## src/rtl/tetris_cmd_encoder_if.sv

```systemverilog
// Queue-head command handshake between the encoder and the game logic.
interface tetris_cmd_encoder_if;
  logic       cmd_valid;
  logic [7:0] cmd;
  logic       cmd_ready;

  modport master (output cmd_valid, output cmd, input cmd_ready);
  modport slave  (input cmd_valid, input cmd, output cmd_ready);
endinterface

```

## src/rtl/tetris_cmd_encoder.sv

```systemverilog
// Turns debounced buttons, UART keystrokes and a gravity timer into a queue of
// game commands, one push per cycle under fixed priority.
module tetris_cmd_encoder #(
  parameter int QSIZE     = 16,
  parameter int DOWN_TICK = 25_000_000,
  parameter int DB_TICK   = 500_000
) (
  input  logic                   clk,
  input  logic                   reset_n,
  input  logic [3:0]             usr_btn,
  input  logic                   rx_valid,
  input  logic [7:0]             rx_data,
  input  logic                   gravity_en,
  input  logic                   flush,
  tetris_cmd_encoder_if.master   cmd_if,
  output logic [$clog2(QSIZE):0] q_count,
  output logic                   overflow
);

  localparam int AW  = $clog2(QSIZE);
  localparam int DBW = (DB_TICK > 1) ? $clog2(DB_TICK) : 1;
  localparam int GW  = (DOWN_TICK > 1) ? $clog2(DOWN_TICK) : 1;

  typedef enum logic [7:0] {
    CMD_NONE       = 8'd0,
    CMD_LEFT       = 8'd4,
    CMD_RIGHT      = 8'd5,
    CMD_DOWN       = 8'd6,
    CMD_DROP       = 8'd7,
    CMD_HOLD       = 8'd8,
    CMD_ROTATE     = 8'd9,
    CMD_ROTATE_REV = 8'd10,
    CMD_BAR        = 8'd11
  } cmd_e;

  // ---------------- button synchronizers and debouncers ----------------
  logic [3:0] sync1_reg, sync2_reg;
  logic [3:0] btn_evt;

  always_ff @(posedge clk or negedge reset_n) begin
    if (!reset_n) begin
      sync1_reg <= '0;
      sync2_reg <= '0;
    end else begin
      sync1_reg <= usr_btn;
      sync2_reg <= sync1_reg;
    end
  end

  genvar gi;
  generate
    for (gi = 0; gi < 4; gi++) begin : g_db
      logic           level_reg;
      logic [DBW-1:0] cnt_reg;
      logic           settle;

      assign settle      = (sync2_reg[gi] != level_reg) && (cnt_reg == DBW'(DB_TICK - 1));
      assign btn_evt[gi] = settle && sync2_reg[gi];

      always_ff @(posedge clk or negedge reset_n) begin
        if (!reset_n) begin
          level_reg <= 1'b0;
          cnt_reg   <= '0;
        end else if (sync2_reg[gi] == level_reg) begin
          cnt_reg <= '0;
        end else if (settle) begin
          level_reg <= sync2_reg[gi];
          cnt_reg   <= '0;
        end else begin
          cnt_reg <= cnt_reg + 1'b1;
        end
      end
    end
  endgenerate

  // ---------------- gravity timer ----------------
  logic [GW-1:0] grav_cnt_reg;
  logic          grav_evt;

  assign grav_evt = gravity_en && (grav_cnt_reg == GW'(DOWN_TICK - 1));

  always_ff @(posedge clk or negedge reset_n) begin
    if (!reset_n)                           grav_cnt_reg <= '0;
    else if (flush || !gravity_en || grav_evt) grav_cnt_reg <= '0;
    else                                    grav_cnt_reg <= grav_cnt_reg + 1'b1;
  end

  // ---------------- UART keystroke decode ----------------
  cmd_e rx_code;
  logic uart_evt;

  always_comb begin
    rx_code = CMD_NONE;
    case (rx_data)
      8'h61:   rx_code = CMD_LEFT;
      8'h64:   rx_code = CMD_RIGHT;
      8'h73:   rx_code = CMD_DOWN;
      8'h20:   rx_code = CMD_DROP;
      8'h63:   rx_code = CMD_HOLD;
      8'h77:   rx_code = CMD_ROTATE;
      8'h71:   rx_code = CMD_ROTATE_REV;
      8'h62:   rx_code = CMD_BAR;
      default: rx_code = CMD_NONE;
    endcase
  end

  assign uart_evt = rx_valid && (rx_code != CMD_NONE);

  // ---------------- pending flags and arbitration ----------------
  // Source index doubles as priority: 0 = UART (highest) ... 5 = gravity.
  logic [5:0] src_evt, pend_reg, win, clear, accept;
  logic       push, pop, full;
  cmd_e       uart_code_reg, push_code;
  logic [AW-1:0] wr_ptr_reg, rd_ptr_reg;
  logic [AW:0]   count_reg;

  assign src_evt = {grav_evt, btn_evt, uart_evt};
  assign win     = pend_reg & (~pend_reg + 6'd1);
  assign full    = (count_reg == (AW+1)'(QSIZE));
  assign pop     = cmd_if.cmd_valid && cmd_if.cmd_ready;
  assign push    = (|pend_reg) && (!full || pop);
  assign clear   = push ? win : 6'd0;
  // A flag being consumed this cycle can take a fresh event; otherwise it is lost.
  assign accept  = src_evt & ~(pend_reg & ~clear);

  always_comb begin
    push_code = CMD_NONE;
    if      (win[0]) push_code = uart_code_reg;
    else if (win[1]) push_code = CMD_LEFT;
    else if (win[2]) push_code = CMD_RIGHT;
    else if (win[3]) push_code = CMD_ROTATE;
    else if (win[4]) push_code = CMD_DROP;
    else if (win[5]) push_code = CMD_DOWN;
  end

  always_ff @(posedge clk or negedge reset_n) begin
    if (!reset_n) begin
      pend_reg      <= '0;
      uart_code_reg <= CMD_NONE;
      overflow      <= 1'b0;
    end else if (flush) begin
      pend_reg <= '0;
    end else begin
      pend_reg <= (pend_reg & ~clear) | accept;
      if (accept[0]) uart_code_reg <= rx_code;
      if (|(src_evt & ~accept)) overflow <= 1'b1;
    end
  end

  // ---------------- circular command queue ----------------
  logic [7:0] mem [QSIZE];

  always_ff @(posedge clk) begin
    if (push && !flush) mem[wr_ptr_reg] <= push_code;
  end

  always_ff @(posedge clk or negedge reset_n) begin
    if (!reset_n) begin
      wr_ptr_reg <= '0;
      rd_ptr_reg <= '0;
      count_reg  <= '0;
    end else if (flush) begin
      wr_ptr_reg <= '0;
      rd_ptr_reg <= '0;
      count_reg  <= '0;
    end else begin
      if (push) wr_ptr_reg <= wr_ptr_reg + 1'b1;
      if (pop)  rd_ptr_reg <= rd_ptr_reg + 1'b1;
      if (push && !pop)      count_reg <= count_reg + 1'b1;
      else if (pop && !push) count_reg <= count_reg - 1'b1;
    end
  end

  assign cmd_if.cmd_valid = (count_reg != '0);
  assign cmd_if.cmd       = cmd_if.cmd_valid ? mem[rd_ptr_reg] : CMD_NONE;
  assign q_count          = count_reg;

endmodule

```

## src/flat_wrapper.sv

```systemverilog
// flat-port wrapper written by rule: the top's interface ports become plain ports
module tetris_cmd_encoder_flat 
#(
  parameter int QSIZE     = 16,
  parameter int DOWN_TICK = 25_000_000,
  parameter int DB_TICK   = 500_000
)
  (clk, reset_n, usr_btn, rx_valid, rx_data, gravity_en, flush, q_count, overflow, cmd_if_cmd_valid, cmd_if_cmd, cmd_if_cmd_ready);
  tetris_cmd_encoder_if cmd_if_i ();
  input  logic clk;
  input  logic reset_n;
  input  logic [3:0] usr_btn;
  input  logic rx_valid;
  input  logic [7:0] rx_data;
  input  logic gravity_en;
  input  logic flush;
  output logic [$clog2(QSIZE):0] q_count;
  output logic overflow;
  output wire logic [$bits(cmd_if_i.cmd_valid)-1:0] cmd_if_cmd_valid;
  output wire logic [$bits(cmd_if_i.cmd)-1:0] cmd_if_cmd;
  input wire logic [$bits(cmd_if_i.cmd_ready)-1:0] cmd_if_cmd_ready;
  assign cmd_if_cmd_valid = cmd_if_i.cmd_valid;
  assign cmd_if_cmd = cmd_if_i.cmd;
  assign cmd_if_i.cmd_ready = cmd_if_cmd_ready;
  tetris_cmd_encoder #(.QSIZE(QSIZE), .DOWN_TICK(DOWN_TICK), .DB_TICK(DB_TICK)) u_core (.clk(clk), .reset_n(reset_n), .usr_btn(usr_btn), .rx_valid(rx_valid), .rx_data(rx_data), .gravity_en(gravity_en), .flush(flush), .cmd_if(cmd_if_i), .q_count(q_count), .overflow(overflow));
endmodule
```

## config.mk

```make
export PLATFORM = sky130hd
export DESIGN_NAME = tetris_cmd_encoder_flat
export DESIGN_NICKNAME = d
export VERILOG_FILES = /design/src/rtl/tetris_cmd_encoder_if.sv /design/src/rtl/tetris_cmd_encoder.sv /design/src/flat_wrapper.sv
export SDC_FILE = /design/constraint.sdc
export NUM_CORES = 1
export LEC_CHECK = 0
export CORE_MARGIN = 2
export CORE_UTILIZATION = 40
export CTS_CLUSTER_DIAMETER = 40
export DETAILED_ROUTE_END_ITERATION = 6
export GPL_TIMING_DRIVEN = 0
export PLACE_DENSITY_LB_ADDON = 0.25
export SYNTH_ARGS = -nofsm -noshare
export SYNTH_HDL_FRONTEND = slang
export SYNTH_SLANG_ARGS = --single-unit
```

## constraint.sdc

```tcl
create_clock -name clk -period 5.55 [get_ports clk]
set_input_delay 1.3875 -clock clk [delete_from_list [all_inputs] [get_ports clk]]
set_output_delay 1.3875 -clock clk [all_outputs]
set_load 0.05 [all_outputs]
```

**After elaboration in Yosys (flattened, before gate mapping)**

Memory sizes are Yosys's and may differ from the RTL's.
Cells that the tools add are included.

- Eq/ne operators: 22
- Bitwise logic cells: 14
- Reduce and logical (&&, ||, !) cells: 36
- Add/sub/neg operators: 10
- Multiplexer cells: 28

Operators with widths:

| operator | count |
|---|---|
| $mux W19 | 8 |
| $add A19 B1 Y19 const B | 4 |
| $eq A19 B19 Y1 const B | 4 |
| $eq A8 B7 Y1 const B | 7 |
| $mux W8 | 6 |
| $pmux W4 S8 | 1 |
| $add A25 B1 Y25 const B | 1 |
| $eq A25 B25 Y1 const B | 1 |
| $mux W25 | 1 |
| $and A6 B6 Y6 | 4 |
| $not A6 Y6 | 4 |
| $mux W4 | 4 |
| $logic_and A1 B1 Y1 | 15 |
| $mux W5 | 3 |
| $mux W6 | 2 |
| $reduce_and A2 Y1 | 6 |
| $reduce_or A6 Y1 | 2 |
| $add A4 B1 Y4 const B | 2 |
| $eq A8 B6 Y1 const B | 1 |
| $reduce_bool A8 Y1 | 1 |
| $add A6 B1 Y6 const B | 1 |
| $or A6 B6 Y6 | 1 |
| $add A5 B1 Y5 const B | 1 |
| $eq A5 B5 Y1 const B | 1 |
| other kinds (11) | 29 |

- Bits in registers: 141
- Memories: 1
- Bits in writable memories: 128
- Output and inout port bits: 15

Memory list:

| memory | words | width | read ports | clocked after Yosys merged registers in | write ports | line | source |
|---|---|---|---|---|---|---|---|
| u_core.mem | 16 | 8 | 1 | 0 | 1 | tetris_cmd_encoder.sv:151 | `logic [7:0] mem [QSIZE];` |

**Longest topological paths before layout**

Gate-level depths: netlist of the first run.

- Depth in word-level cells: 13
- Mapped depth: 9
- Mapped depth without buffers: 9

**Worst setup path before layout of the first run**

OpenSTA, ideal clock, no wires.

- Kind: flip-flop to output port
- Start: reg u_core.rd_ptr_reg[0]
- End: out cmd_if_cmd[0]
- Arrival time: 2.196 ns
- Setup slack: 1.967 ns
- Stages on the path, launching flop included: 6
- Required time: 4.163 ns
- Cell sequence: dfrtp_1 -> buf_2 -> buf_2 -> mux4_2 -> mux4_2 -> and2_1

- Word-level cells in the longest chain between the ends: 2

RTL lines:

| element | line | source |
|---|---|---|
| from (decl) | tetris_cmd_encoder.sv:114 | `logic [AW-1:0] wr_ptr_reg, rd_ptr_reg;` |
| from (signal assigned) | tetris_cmd_encoder.sv:168 | `if (pop) rd_ptr_reg <= rd_ptr_reg + 1'b1;` |
| $mem_v2 Z16 W8 | -- |  |
| $mux W8 | tetris_cmd_encoder.sv:175 | `assign cmd_if.cmd = cmd_if.cmd_valid ? mem[rd_ptr_reg] : CMD_NONE;` |
| to (decl) | flat_wrapper.sv:20 | `output wire logic [$bits(cmd_if_i.cmd)-1:0] cmd_if_cmd;` |

Every way passes these cells.

**Worst setup path after layout of the first run**

- Start: reg u_core.rd_ptr_reg[1]
- End: out cmd_if_cmd[3]

Same word-level chain as after synthesis.

==> key figures, run 1 <==
Run status
  • Status: finished clean

Worst setup path
  • R2r setup slk: 2.14 ns
  • Worst r2r path cells: 9
  • CP Capture Type: primary output
  • Worst setup SP type: flip-flop
  • Reg2reg end: u_core.q_count[4]
  • Critical Path Fanout Max: 10
  • Req. time, crit path: roughly 4.2 ns
  • Worst Path Arrival: about 3.6 ns
  • Setup CP Type: flip-flop to primary output
  • Worst flop-to-flop path startpoint: u_core.q_count[1]

Timing
  • Endpoints failing hold: 0
  • Final Max Tran Viols: 0
  • Fin worst setup slack: 0.573 ns
  • Tmin final: approximately 5.0 ns
  • Fmax: around 0.2 GHz
  • RSZ-0062 raised after global routing: no
  • Period Utilization, post-route: 0.897
  • Final setup viols: 0
  • Slew HR: 0.142
  • Worst Tran Pin Value: approximately 1.3 ns
  • Clock Skews: approximately 0.009 ns
  • Sum Neg Setup Slack: 0 ns

Clock network
  • Cts hold-fix bufs: 0
  • Clock tree buffer depth: 3
  • CTS H-tree depth: 1
  • Clock sinks: 201
  • Clock slew at reported path FFs: roughly 0.050 ns
  • CTS resizes: 0
  • Post-CTS Setup Inserts: 0
  • Skew-Pair Late Insertion Delay: approximately 0.54 ns
  • TritonCTS clock tree: built
  • Root buf cell: clkbuf_16
  • TritonCTS Buffers: 30

Floorplan
  • Die width: about 160 µm
  • Initial Util: 0.406
  • Die area: roughly 25000 µm²
  • IO Pins: 33
  • Die Y: approximately 160 µm
  • Cell row count: 56
  • Placeable core region: ~23000 µm²

Power
  • Peak VDD IR: approximately 0.26 mV
  • Leakage: roughly 4.4 nW
  • Total power: roughly 0.004 W
  • Power Dens Cells: ~350 nW/µm²

Finish
  • Max reg flops: 76
  • Fillers: between 2000 and 2500
  • Final core utilization: 0.480
  • Final std cells w/o fill: 1238
  • Area grow syn2layout: 18.0%
  • Antenna diode count: 0
  • Share of cells above drive strength 1: 0.114
  • Final #Nets: just over 900

Worst hold path
  • Hold Crit Depth: 0
  • Hold endpoint: u_core.sync2_reg[1]
  • Critical hold path startpoint: u_core.sync1_reg[1]
  • Tightest Hold Check Type: flip-flop to flip-flop

Drt
  • Drt via density: approximately 5.0
  • Post-DR wirelength/cell: about 15 µm
  • Post-DRT Antenna Nets: 0
  • Routed wire length: between 15000 and 20000 µm
  • First DRT Iteration DRCs: 279
  • DRT Pass-1 Iters: 4
  • Vias: between 6000 and 7000
  • DR DRC count: 0

Global route
  • Initial antenna violation count: 0
  • Largest net degree at the start of global routing: 71
  • Remaining global-route overflow: 0
  • Total GRT Usage: 0.153
  • Number of global-route vias before repair: roughly 6000
  • First-pass GRT wire length: roughly 31000 µm

Synthesis
  • Synth warn: 0
  • Share of the synthesized area in the top cell type: 0.359
  • Synth unique cells: 56
  • Synth area leaders: dfrtp_1 (36%), edfxtp_1 (20%), nor2_1 (5.7%), xnor2_1 (4.8%), mux4_2 (4.7%)
  • Ys async rst share: 0.682
  • Synth Flop Type: dfrtp_1
  • Avg Cell Area, Syn: 11.4 µm²
  • Cell count after synthesis: ~840
  • Sequential share of the synthesized area: 0.561
  • Post-synth EDFFs: 64
  • Dominant cell type by area after synthesis: dfrtp_1
  • Cell Area, Synth: 9540 µm²
  • Post-synthesis register bit count: around 200

Placed design
  • Port-buffer cells: 22
  • GP Congestion: approximately 0.76
  • Place WS: 0.990 ns
  • Hpwl dp: about 12000 µm
  • Dpl cells: around 1200

Flow run
  • Max_cap viols: 0
==> cell type report <==
cell class | instances | area (µm²) | share of cell area
Timing Repair Buffer | 24 | 256 | 0.0228
Clock buffer | 32 | 779 | 0.0692
Buffer | 31 | 166 | 0.0148
Multi-Input combinational cell | 585 | 3950 | 0.351
Clock inverter | 24 | 269 | 0.0239
Inverter | 22 | 82.6 | 0.00734
Sequential cell | 201 | 5350 | 0.475
Tap cell | 319 | 399 | 0.0355
==> how the worst max path moves through the flow <==
stage | endpoint | cells after the start | start
finish | cmd_if_cmd[3] | 6 | u_core.rd_ptr_reg[1]
global route | cmd_if_cmd[3] | 6 | u_core.rd_ptr_reg[1]
CTS | cmd_if_cmd[3] | 6 | u_core.rd_ptr_reg[1]
detailed placement | u_core.q_count[4] | 10 | cmd_if_cmd_ready
global placement | u_core.g_db[1].cnt_reg[12] | 1 | reset_n
floorplan | cmd_if_cmd[0] | 5 | u_core.rd_ptr_reg[0]
==> stage by stage <==
| stage | instance area [µm²] | hold slack, ns |
|---|---|---|
| 2_1_floorplan | 9550 | 0.331 |
| 3_3_place_gp | 10200 | 0.335 |
| 3_5_place_dp | 10200 | 0.336 |
| 4_1_cts | 11300 | 0.349 |
| 5_1_grt | 11300 | 0.358 |
| 6_report | 11300 | 0.346 |
==> critical path: stages, from the launching register on <==
cell and delay [ns]:
dfrtp_1 0.34, clkbuf_1 0.42, clkbuf_1 0.51, mux4_2 0.44, mux4_2 0.48, and2_1 0.16, clkdlybuf4s50_1 0.69
==> report_power, final <==
part,total [W],switching (W),internal (W)
Sequential,0.00160,0.0000398,0.00156
Combinational,0.000462,0.000277,0.000185
Clock,0.00193,0.000742,0.00119
Total,0.00399,0.00106,0.00293
==> cell families (layout without fill, tap and decap cells) <==
| family | count (synthesis) | count (layout) | share of synthesized area |
|---|---|---|---|
| DFF | 201 | 201 | 0.561 |
| adders and majority gates | 14 | 14 | 0.0192 |
| AOI/OAI and AO/OA | 46 | 46 | 0.0316 |
| and+or+nand+nor | 388 | 388 | 0.208 |
| buffers and inverters | 53 | 133 | 0.0261 |
| muxes | 30 | 30 | 0.0589 |
| other | 1 | 4 | 0.000393 |
| xor gates and xnor gates | 103 | 103 | 0.0946 |
==> synth_stat cells (all sizes together), types with 2 or more instances <==
cell and instances:
a21o 3, nor2 144, o21ai 10, nand4 31
nand2b 2, mux2 9, dfrtp 137, inv 22
nor4bb 6, o31a 2, and2 25, nor2b 5
and3 11, nand4b 4, nand2 50, or4 4
a21boi 3, nor4 18, ha 13, nor4b 9
nor3 19, a31oi 4, and4 13, or2 3
o31ai 3, xnor2 52, mux4 20, edfxtp 64
a22o 2, buf 11, nand3 34, or3 4
nor3b 3, a21oi 11, xor2 51, clkbuf 20
==> cells in the final DEF (no fill, tap or decap), types with 22 or more instances in the layout <==
cell       synthesis  layout
edfxtp_1          64      64
nand4_1           31      31
dfrtp_1          137     137
nor2_1           144     144
xor2_1            51      51
and2_1            24      24
clkbuf_16          0      31
nand3_1           34      34
nand2_1           50      50
inv_1             22      22
xnor2_1           52      52
==> per-layer routing <==
layer | vias up | part of all wire | track usage
li1 | 3091 | - | -
met1 | 3024 | 0.48 | 0.217
met2 | 78 | 0.46 | 0.245
met3 | 22 | 0.044 | 0.0286
met4 | 0 | 0.016 | 0.0408
met5 | - | 0 | 0
Note: power is estimated with default switching activity, not from simulation.
==> run 2, diff against run 1 <==
--- a/config.mk
+++ b/config.mk
@@ -11,6 +11,7 @@
 export DETAILED_ROUTE_END_ITERATION = 6
 export GPL_TIMING_DRIVEN = 0
 export PLACE_DENSITY_LB_ADDON = 0.25
+export SKIP_LAST_GASP = 1
 export SYNTH_ARGS = -nofsm -noshare
 export SYNTH_HDL_FRONTEND = slang
 export SYNTH_SLANG_ARGS = --single-unit
==> results of run 2 <==
The final DEF is identical to that of run 1; final timing and power are the same.
==> patch (settings of run 2) <==
Register the output `q_count` once more, without a reset; this adds one clock of latency there. The other outputs are not delayed to match.
--- a/src/rtl/tetris_cmd_encoder.sv
+++ b/src/rtl/tetris_cmd_encoder.sv
@@ -173,7 +173,9 @@
 
   assign cmd_if.cmd_valid = (count_reg != '0);
   assign cmd_if.cmd       = cmd_if.cmd_valid ? mem[rd_ptr_reg] : CMD_NONE;
-  assign q_count          = count_reg;
+  always_ff @(posedge clk) begin
+    q_count <= count_reg;
+  end
 
 endmodule
 
Behaviour: not the same (Yosys sat finds a counterexample within 4 cycles, from zero or initial values and one cycle with reset_n low).
==> patch against run 2 <==
- combinational power grew 18%
- design area grew 2.0%
- via count grew 0.90%
- register-to-register slack gained 0.27 ns
- synthesized cell count shrank 0.84%
- sequential share of layout area shrank 0.066 points
- power grew 7.3%
- worst hold slack lost 0.0013 ns
- sequential cell count grew 5
- setup slack lost 0.11 ns
- wire length shrank 0.27%
- critical path depth is the same
- synthesized area grew 0.97%
- critical path type unchanged
- highest routed layer is now met5
==> patch: results (changes against run 2) <==
- Worst slew pin tran: 1.05 ns (-0.228 ns)
- Reg-to-reg slack, setup: 2.41 ns (+0.27 ns)
- Reg2Reg Capture Point: u_core.count_reg[4]
- Initial antenna violation count: 1 (+1)
- Mux cell area share after synthesis: 5.60% (-0.29 points)
- GPL Wtd Cong: 0.765 (+0.18%)
- Yosys cell types: 65 (+16%)
- Crit Path Max Fanout: 10 (unchanged)
- Filler instances: 2171 (+3.5%)
- WHS Endpoint: u_core.sync2_reg[3]
- Total wire length: 18300 µm (-0.27%)
- Global-route wire length before repair: 31300 µm (+0.42%)
- Largest net degree at the start of global routing: 75 (+5.6%)
- Dominant cells by area after synthesis: dfrtp_1, edfxtp_1, xor2_1
- Compound-Gate Fraction of Synth Area: 3.77% (+0.61 points)
- Worst r2r src: u_core.count_reg[4]
- Pre-antenna DRT Iters: 4 (unchanged)
- Most frequent cells after synthesis: dfrtp_1, nor2_1, xor2_1
- IO buf count: 22 (unchanged)
- Fin nets: 928 (+0.11%)
- Hold depth: 0 (unchanged)
- Hold Slack: 0.345 ns (-0.00129 ns)
- Ys Warns: 0 (unchanged)
- Synth Area in XOR/XNOR: 9.37% (-0.091 points)
- WP data arrival: 3.70 ns (+0.11 ns)
- Ys async rst share: 66.5% (-1.7 points)
- Post-Synth Adder-Cell Area: 1.90% (-0.018 points)
- Fraction of layout cells with a size suffix above 1: 13.2% (+1.8 points)
- CTS HTree Levels: 2 (+1)
- Global Route Usage Sum: 15.0% (-0.34 points)
- VDD IR max: 0.200 mV (-22%)
- CTS buffer count: 36 (+20%)
- Routed WL per cell: 14.8 µm (-0.43%)
- Static Leak: 4.60 nW (+3.8%)
- DPL Wire Length: 12400 µm (-0.55%)
- Cells after Synth: 829 (-0.84%)
- Total placed cells including tap cells: 1177 (-0.42%)
- HP Start: u_core.sync1_reg[3]
- Routed via count: 6271 (+0.90%)
- CTS Root Cell: clkbuf_16
- Reg2reg path depth: 10 (+1)
- Gates resized, CTS repair: 0 (unchanged)
- Post-CTS Setup Inserts: 0 (unchanged)
- DRC Markers: 0 (unchanged)
- Max clock buf depth: 3 (unchanged)
- Vias in the first global route: 6223 (+2.2%)
- Sequential element share of the synthesized area: 56.6% (+0.50 points)
- Number of synthesized flops with an enable pin: 64 (unchanged)
- Placed inst area: 0.0103 mm² (+1.1%)
- Worst Skew: 0.0170 ns (+0.00805 ns)
- DRT iter0 DRCs: 303 (+8.6%)
- Worst skew pair latency: 0.50 ns (-0.04 ns)
- Status: finished clean
## patch: worst max-delay path: cells and delay by family, from the launching register on
kind	cells	cell delay [ns]
buffers and inverters	3	1.75
multiplexers	2	0.92
flip-flops	1	0.38
AND/OR/NAND/NOR	1	0.17
## patch: how the worst max path moves through the flow
| stage | to | depth (start not counted) | slack (ns) |
|---|---|---|---|
| final | cmd_if_cmd[3] | 6 | 0.47 |
| after global routing | cmd_if_cmd[3] | 6 | 0.37 |
| after CTS | cmd_if_cmd[3] | 6 | 0.47 |
| after detailed placement | cmd_if_cmd[3] | 6 | 1.01 |
| after global placement | u_core.g_db[3].cnt_reg[3] | 1 | -2.62 |
| after floorplan | cmd_if_cmd[0] | 5 | 1.97 |
## patch: layout make-up
cell class / count / share of cell area, %
Clock inverter: 20 / 1.58
Sequential cell: 206 / 47.5
Inverter: 16 / 0.523
Tap cell: 319 / 3.48
Multi-Input combinational cell: 577 / 34.6
Clock buffer: 43 / 8.52
Timing Repair Buffer: 26 / 2.43
Buffer: 33 / 1.43
## patch: where the power goes
group / internal, mW / total, mW / switching, mW
clock: 1.35 / 2.08 / 0.731
combinational: 0.221 / 0.543 / 0.323
sequential: 1.61 / 1.65 / 0.0410
total: 3.18 / 4.28 / 1.09
## patch: metal layers
metal	vias to the layer above	part of all wire, %	GRT usage [%]	wire length [µm]
met5	-	0.071	0	13
met4	2	2.3	4.79	420
met3	38	3.8	3.31	705
met2	91	47	23.9	8620
met1	3061	47	20.5	8570
li1	3079	-	-	-
## patch: metrics by stage
stage | util [%] | setup WS (ns)
after floorplan | - | 1.97
after global placement | 43.6 | -2.62
after detailed placement | 43.9 | 1.01
after CTS | 48.8 | 0.474
after global routing | 48.8 | 0.374
final | 48.8 | 0.466
